[src/rtl/peripheral_acc_mc.sv]
`default_nettype none
// ============================================================================
// Module   : peripheral_acc_mc
// Brief    : Multi-channel accumulator peripheral (sum/count/max/ovf per channel)
//            with a sequential restoring divider for averages.
//            Define PERIPH_ACC_SAT_EN to saturate sums on overflow (wrap otherwise).
// Revision : 1.0
// ============================================================================
module peripheral_acc_mc #(
   parameter int DATA_W   = 32,
   parameter int ACC_W    = 32,
   parameter int CNT_W    = 32,
   parameter int CHANNELS = 4,
   localparam int c_CHAN_W = (CHANNELS > 1) ? $clog2(CHANNELS) : 1
) (
   input  logic                clk,
   input  logic                rst_n,
   input  logic [2:0]          opcode,
   input  logic [c_CHAN_W-1:0] chan,
   input  logic [DATA_W-1:0]   periwrite,
   output logic [ACC_W-1:0]    periread,
   output logic                rd_valid,
   output logic                busy,
   output logic [CHANNELS-1:0] ovf
);

   localparam logic [2:0] c_OP_CLEAR     = 3'd0;
   localparam logic [2:0] c_OP_ACCUM     = 3'd1;
   localparam logic [2:0] c_OP_READ_SUM  = 3'd2;
   localparam logic [2:0] c_OP_READ_CNT  = 3'd3;
   localparam logic [2:0] c_OP_READ_ZERO = 3'd4;
   localparam logic [2:0] c_OP_READ_MAX  = 3'd5;
   localparam logic [2:0] c_OP_READ_AVG  = 3'd6;
   localparam logic [2:0] c_OP_CLEAR_ALL = 3'd7;

   localparam int              c_IT_W = $clog2(ACC_W);
   localparam logic [c_IT_W-1:0] c_IT_LAST = c_IT_W'(ACC_W - 1);
   localparam logic [c_CHAN_W:0] c_NCH = (c_CHAN_W + 1)'(CHANNELS);

   typedef enum logic [0:0] {
      S_IDLE = 1'b0,
      S_DIV  = 1'b1
   } state_t;

   state_t              r_state;
   state_t              w_state_nxt;

   logic [ACC_W-1:0]    r_sum [CHANNELS];
   logic [CNT_W-1:0]    r_cnt [CHANNELS];
   logic [DATA_W-1:0]   r_max [CHANNELS];
   logic [CHANNELS-1:0] r_ovf;

   logic [ACC_W-1:0]    r_quo;
   logic [ACC_W-1:0]    r_rem;
   logic [ACC_W-1:0]    r_dvs;
   logic [c_IT_W-1:0]   r_iter;

   logic                w_idle;
   logic                w_chan_ok;
   logic                w_start;
   logic                w_last;
   logic [ACC_W-1:0]    w_sel_sum;
   logic [CNT_W-1:0]    w_sel_cnt;
   logic [DATA_W-1:0]   w_sel_max;
   logic [ACC_W:0]      w_add;
   logic [ACC_W-1:0]    w_sum_nxt;
   logic [CNT_W-1:0]    w_cnt_nxt;
   logic [ACC_W:0]      w_trial;
   logic                w_ge;
   logic [ACC_W-1:0]    w_diff;
   logic [ACC_W-1:0]    w_quo_nxt;

   assign w_idle    = (r_state == S_IDLE);
   assign w_chan_ok = ({1'b0, chan} < c_NCH);

   // Out-of-range channels read as zero and are never written.
   assign w_sel_sum = w_chan_ok ? r_sum[chan] : '0;
   assign w_sel_cnt = w_chan_ok ? r_cnt[chan] : '0;
   assign w_sel_max = w_chan_ok ? r_max[chan] : '0;

   assign w_add = {1'b0, w_sel_sum} + (ACC_W + 1)'(periwrite);
`ifdef PERIPH_ACC_SAT_EN
   assign w_sum_nxt = w_add[ACC_W] ? '1 : w_add[ACC_W-1:0];
`else
   assign w_sum_nxt = w_add[ACC_W-1:0];
`endif
   assign w_cnt_nxt = (w_sel_cnt == '1) ? w_sel_cnt : w_sel_cnt + CNT_W'(1);

   assign w_start = w_idle && (opcode == c_OP_READ_AVG) && w_chan_ok && (w_sel_cnt != '0);
   assign w_last  = (r_iter == c_IT_LAST);

   // Restoring divider: r_quo starts as the dividend and shifts quotient bits in.
   assign w_trial   = {r_rem, r_quo[ACC_W-1]};
   assign w_ge      = (w_trial >= {1'b0, r_dvs});
   assign w_diff    = w_trial[ACC_W-1:0] - r_dvs;
   assign w_quo_nxt = {r_quo[ACC_W-2:0], w_ge};

   assign busy = (r_state == S_DIV);
   assign ovf  = r_ovf;

   always_ff @(posedge clk or negedge rst_n) begin
      if (!rst_n) begin
         r_state <= S_IDLE;
      end else begin
         r_state <= w_state_nxt;
      end
   end

   always_comb begin
      w_state_nxt = r_state;
      case (r_state)
         S_IDLE:  if (w_start) w_state_nxt = S_DIV;
         S_DIV:   if (w_last)  w_state_nxt = S_IDLE;
         default: w_state_nxt = S_IDLE;
      endcase
   end

   always_ff @(posedge clk or negedge rst_n) begin
      if (!rst_n) begin
         for (int i = 0; i < CHANNELS; i++) begin
            r_sum[i] <= '0;
            r_cnt[i] <= '0;
            r_max[i] <= '0;
         end
         r_ovf <= '0;
      end else if (w_idle) begin
         if (opcode == c_OP_CLEAR_ALL) begin
            for (int i = 0; i < CHANNELS; i++) begin
               r_sum[i] <= '0;
               r_cnt[i] <= '0;
               r_max[i] <= '0;
            end
            r_ovf <= '0;
         end else if (w_chan_ok) begin
            if (opcode == c_OP_CLEAR) begin
               r_sum[chan] <= '0;
               r_cnt[chan] <= '0;
               r_max[chan] <= '0;
               r_ovf[chan] <= 1'b0;
            end else if (opcode == c_OP_ACCUM) begin
               r_sum[chan] <= w_sum_nxt;
               r_cnt[chan] <= w_cnt_nxt;
               if (periwrite > w_sel_max) r_max[chan] <= periwrite;
               if (w_add[ACC_W]) r_ovf[chan] <= 1'b1;
            end
         end
      end
   end

   always_ff @(posedge clk or negedge rst_n) begin
      if (!rst_n) begin
         periread <= '0;
         rd_valid <= 1'b0;
         r_quo    <= '0;
         r_rem    <= '0;
         r_dvs    <= '0;
         r_iter   <= '0;
      end else begin
         rd_valid <= 1'b0;
         if (r_state == S_DIV) begin
            r_rem  <= w_ge ? w_diff : w_trial[ACC_W-1:0];
            r_quo  <= w_quo_nxt;
            r_iter <= r_iter + c_IT_W'(1);
            if (w_last) begin
               periread <= w_quo_nxt;
               rd_valid <= 1'b1;
            end
         end else begin
            case (opcode)
               c_OP_READ_SUM: begin
                  periread <= w_sel_sum;
                  rd_valid <= 1'b1;
               end
               c_OP_READ_CNT: begin
                  periread <= ACC_W'(w_sel_cnt);
                  rd_valid <= 1'b1;
               end
               c_OP_READ_ZERO: begin
                  periread <= '0;
                  rd_valid <= 1'b1;
               end
               c_OP_READ_MAX: begin
                  periread <= ACC_W'(w_sel_max);
                  rd_valid <= 1'b1;
               end
               c_OP_READ_AVG: begin
                  if (w_start) begin
                     r_quo  <= w_sel_sum;
                     r_rem  <= '0;
                     r_dvs  <= ACC_W'(w_sel_cnt);
                     r_iter <= '0;
                  end else begin
                     periread <= '0;
                     rd_valid <= 1'b1;
                  end
               end
               default: ;
            endcase
         end
      end
   end

endmodule
`default_nettype wire

[config.mk]
export PLATFORM = sky130hd
export DESIGN_NAME = peripheral_acc_mc
export DESIGN_NICKNAME = d
export VERILOG_FILES = /design/src/rtl/peripheral_acc_mc.sv
export SDC_FILE = /design/constraint.sdc
export NUM_CORES = 1
export LEC_CHECK = 0
export CORE_MARGIN = 2
export CORE_UTILIZATION = 50
export DETAILED_ROUTE_END_ITERATION = 8
export GPL_TIMING_DRIVEN = 1
export MAX_ROUTING_LAYER = met4
export PLACE_DENSITY = 0.77
export SYNTH_ARGS = -nofsm -noshare
export SYNTH_HDL_FRONTEND = slang
export SYNTH_SLANG_ARGS = --single-unit
export TNS_END_PERCENT = 20
[constraint.sdc]
create_clock -name clk -period 3.62 [get_ports clk]
set_clock_uncertainty 0.15 [all_clocks]
set_input_delay 0.905 -clock clk [delete_from_list [all_inputs] [get_ports clk]]
set_output_delay 0.905 -clock clk [all_outputs]
set_load 0.03 [all_outputs]
==> qor.csv <==
metric,value,unit
final period utilization,1.02,
"non-filler cells, final",3803,
die area,57300,sq um
Clock Tree Root,clkbuf_16,
Peak VDD IR,0.532,mV
Max-Slew Margin vs Limit,0.351,
DR DRC count,0,
num rows,86,
leakage,0.0161,uW
CTS tree,yes,
I/O pins,77,
sequential area share after synthesis,0.472,
Synth Net Count,2771,
Core Footprint,55000,sq um
wire per inst,24.6,um
Cells after Synth,2630,
Post-DRT Antenna Nets,0,
placed cells,3652,
antenna cells,0,
hold buffer count at cts,0,
failing checks,setup timing,
Total Routing Usage GR,0.327,
compound-gate portion of the synthesized area,0.226,
synthesized area,27700,sq um
pre-CTS WS,-808,ps
Final Hold Violating Endpoints,0,
asr flop ratio synth,1.00,
post-synthesis xor/xnor area fraction,0.0270,
MaxCap Viol Count,0,
TNS Setup,-2270,ps
Hold WC Path Type,input port to asynchronous set/reset pin,
CP startpoint kind,input port,
number of global-route vias before repair,24100,
Critical R2R Capture,r_max[79],
grt ovf,0,
main flop type after synthesis,dfrtp_1,
CTS Buf Count,54,
Synth top area share,0.472,
R2R Setup Slk,90,ps
vias per std cell,6.48,
status,"finished, violations left",
worst skew pair latency,650,ps
Power Density,700,nW/um^2
Synth cell types,74,
hpwl dp,61000,um
mux cell area share after synthesis,0.0858,
clock sink total,523,
Synth Register Bits,523,
Worst Setup SP,chan[0],
clk buf depth,3,
Area growth syn-to-layout,26.8,%
syn_area_per_cell,10.5,sq um
number of antenna violations at the first check in global routing,1,
CTS H-tree depth,2,
Reg2Reg Depth,13,
final slew viol count,0,
Layout fillers,3941,
Synth Area in Adders,0.0466,
"count leader, synth",dfrtp_1,
largest family of logic cells by synthesized area,compound AO/OA/AOI/OAI gates,
first-pass GRT wire length,140000,um
yosys synthesis warning count,0,
Worst Path Max Fanout,8,
Worst-Margin Slew,973,ps
setup ws final,-86.9,ps
Clock Pin Slew Worst Setup and Hold Paths,70,ps
Final setup viols,53,
crit path capture type,register,
reg2reg start,r_max[41],
die span in x,239,um
fmax,270,MHz
ranking of synthesized cells by area,"dfrtp_1 47%, a22o_1 8.7%, mux4_2 7.6%, nand2_1 5.0%, ha_1 4.5%",
initial core utilization,0.504,
vias after detailed routing,24600,
simple-gate area share of the yosys netlist,0.0970,
Post-layout nets,3151,
gpl congestion,1.01,
unrepaired setup endpoints after global routing,true,
min cycle time layout,3710,ps
Post-synth EDFFs,0,
DR iter-0 viols,3135,
DR pass1 iterations,7,
port buffer count,76,
share of cells above drive strength 1,0.251,
WP data required,4040,ps
routed wire length,93600,um
Yosys top cell by area,dfrtp_1,
largest net degree at the start of global routing,110,
kind of critical path,input port to register,
worst path arrival time,4130,ps
Die Height,239,um
Commonest cells post-synth,"523 x dfrtp_1, 370 x nand2_1, 274 x a22o_1",
flip-flops by register name (all words and copies together), names as in the netlist:
signal	count
ovf	4
r_rem	32
r_quo	32
r_iter	5
r_max	128
rd_valid	1
busy	1
r_sum	128
r_dvs	32
r_cnt	128
periread	32
placed cells by master, fill, tap and decap left out, types with 9 or more instances in the layout:
master and n:
buf_4 374, ha_1 81, buf_6 9, o21ai_0 226, buf_12 35, a21o_1 49
clkdlybuf4s50_1 72, buf_16 9, a21oi_2 11, xor2_1 29, nand3_1 27, a22oi_1 44
inv_1 104, nand2b_1 11, mux2_2 17, clkbuf_8 11, and3_1 22, o21ai_1 96
o21bai_1 11, nor2_1 48, a221o_1 21, clkinvlp_4 9, nand4_1 18, clkbuf_16 61
o22ai_1 15, mux4_2 94, a22o_1 274, nand2_1 365, xnor2_1 44, dfrtp_1 522
nor3_1 15, nor2b_1 10, ha_4 17, a21oi_1 97
critical path: stages:
cell and delay (ps):
buf_16 110, buf_12 160, mux4_2 540, inv_2 90, ha_4 200, a21o_1 180, a21o_1 150, a21o_1 180
a2111oi_4 290, o211ai_1 200, a21oi_2 240, a21oi_4 140, o21bai_4 320, buf_6 230, a22o_1 170
worst max-delay path by stage:
stage,endpoint,slack [ps],depth (start not counted)
global route,r_max[113],-150,17
finish,r_max[79],-90,15
floorplan,r_max[100],-880,20
global placement,ovf[2],-710,14
CTS,r_max[95],-20,15
detailed placement,ovf[1],-810,15
stage by stage:
| step | util | power (uW) | cell area (sq um) | hold WS [ps] |
|---|---|---|---|---|
| 6_report | 0.639 | 24600 | 35200 | 136 |
| 3_5_place_dp | 0.582 | 17800 | 32000 | 318 |
| 3_3_place_gp | 0.582 | 17400 | 32000 | 306 |
| 4_1_cts | 0.626 | 24000 | 34400 | 153 |
| 5_1_grt | 0.639 | 25800 | 35200 | 184 |
| 2_1_floorplan | - | 14300 | 27900 | 295 |
power by group:
group / switching [uW] / internal [uW] / leakage, uW / total, uW
clock network: 2560 / 3500 / 0.000924 / 6060
logic: 5870 / 4610 / 0.00814 / 10500
registers: 879 / 7180 / 0.00705 / 8060
layout make-up:
class | instances | area (sq um) | share of cell area
multi-input combinational | 1809 | 14000 | 0.398
sequential | 523 | 13100 | 0.372
tap | 748 | 936 | 0.0266
inverter | 112 | 420 | 0.0120
timing repair buffer | 510 | 4800 | 0.137
clock inverter | 33 | 418 | 0.0119
clock buffer | 68 | 1510 | 0.0431
timing repair:
action / CTS / global route
resized for setup: 46 / 77
cloned: 7 / 8
buffers inserted: 12 / 26
setup endpoints to repair: 165 / 251
pin swaps: 21 / 89
cells by family after synthesis:
group                    count (synthesis)
AO/OA/AOI/OAI                          919
AND/OR/NAND/NOR                        587
flip-flops                             523
buffers and inverters                  298
multiplexers                           118
adder cells (fa/ha/maj)                102
XOR/XNOR                                83
per-layer routing:
metal  up-vias  share of wire  track usage  routed length (um)
met5         -              0            -                   0
met4         0          0.053        0.145                5010
met3       369           0.11       0.0791                9960
met2      1507           0.46        0.490               42700
met1     12300           0.38        0.423               35900
li1      10500              -            -                   -
Note: power is estimated with default switching activity, not from simulation.
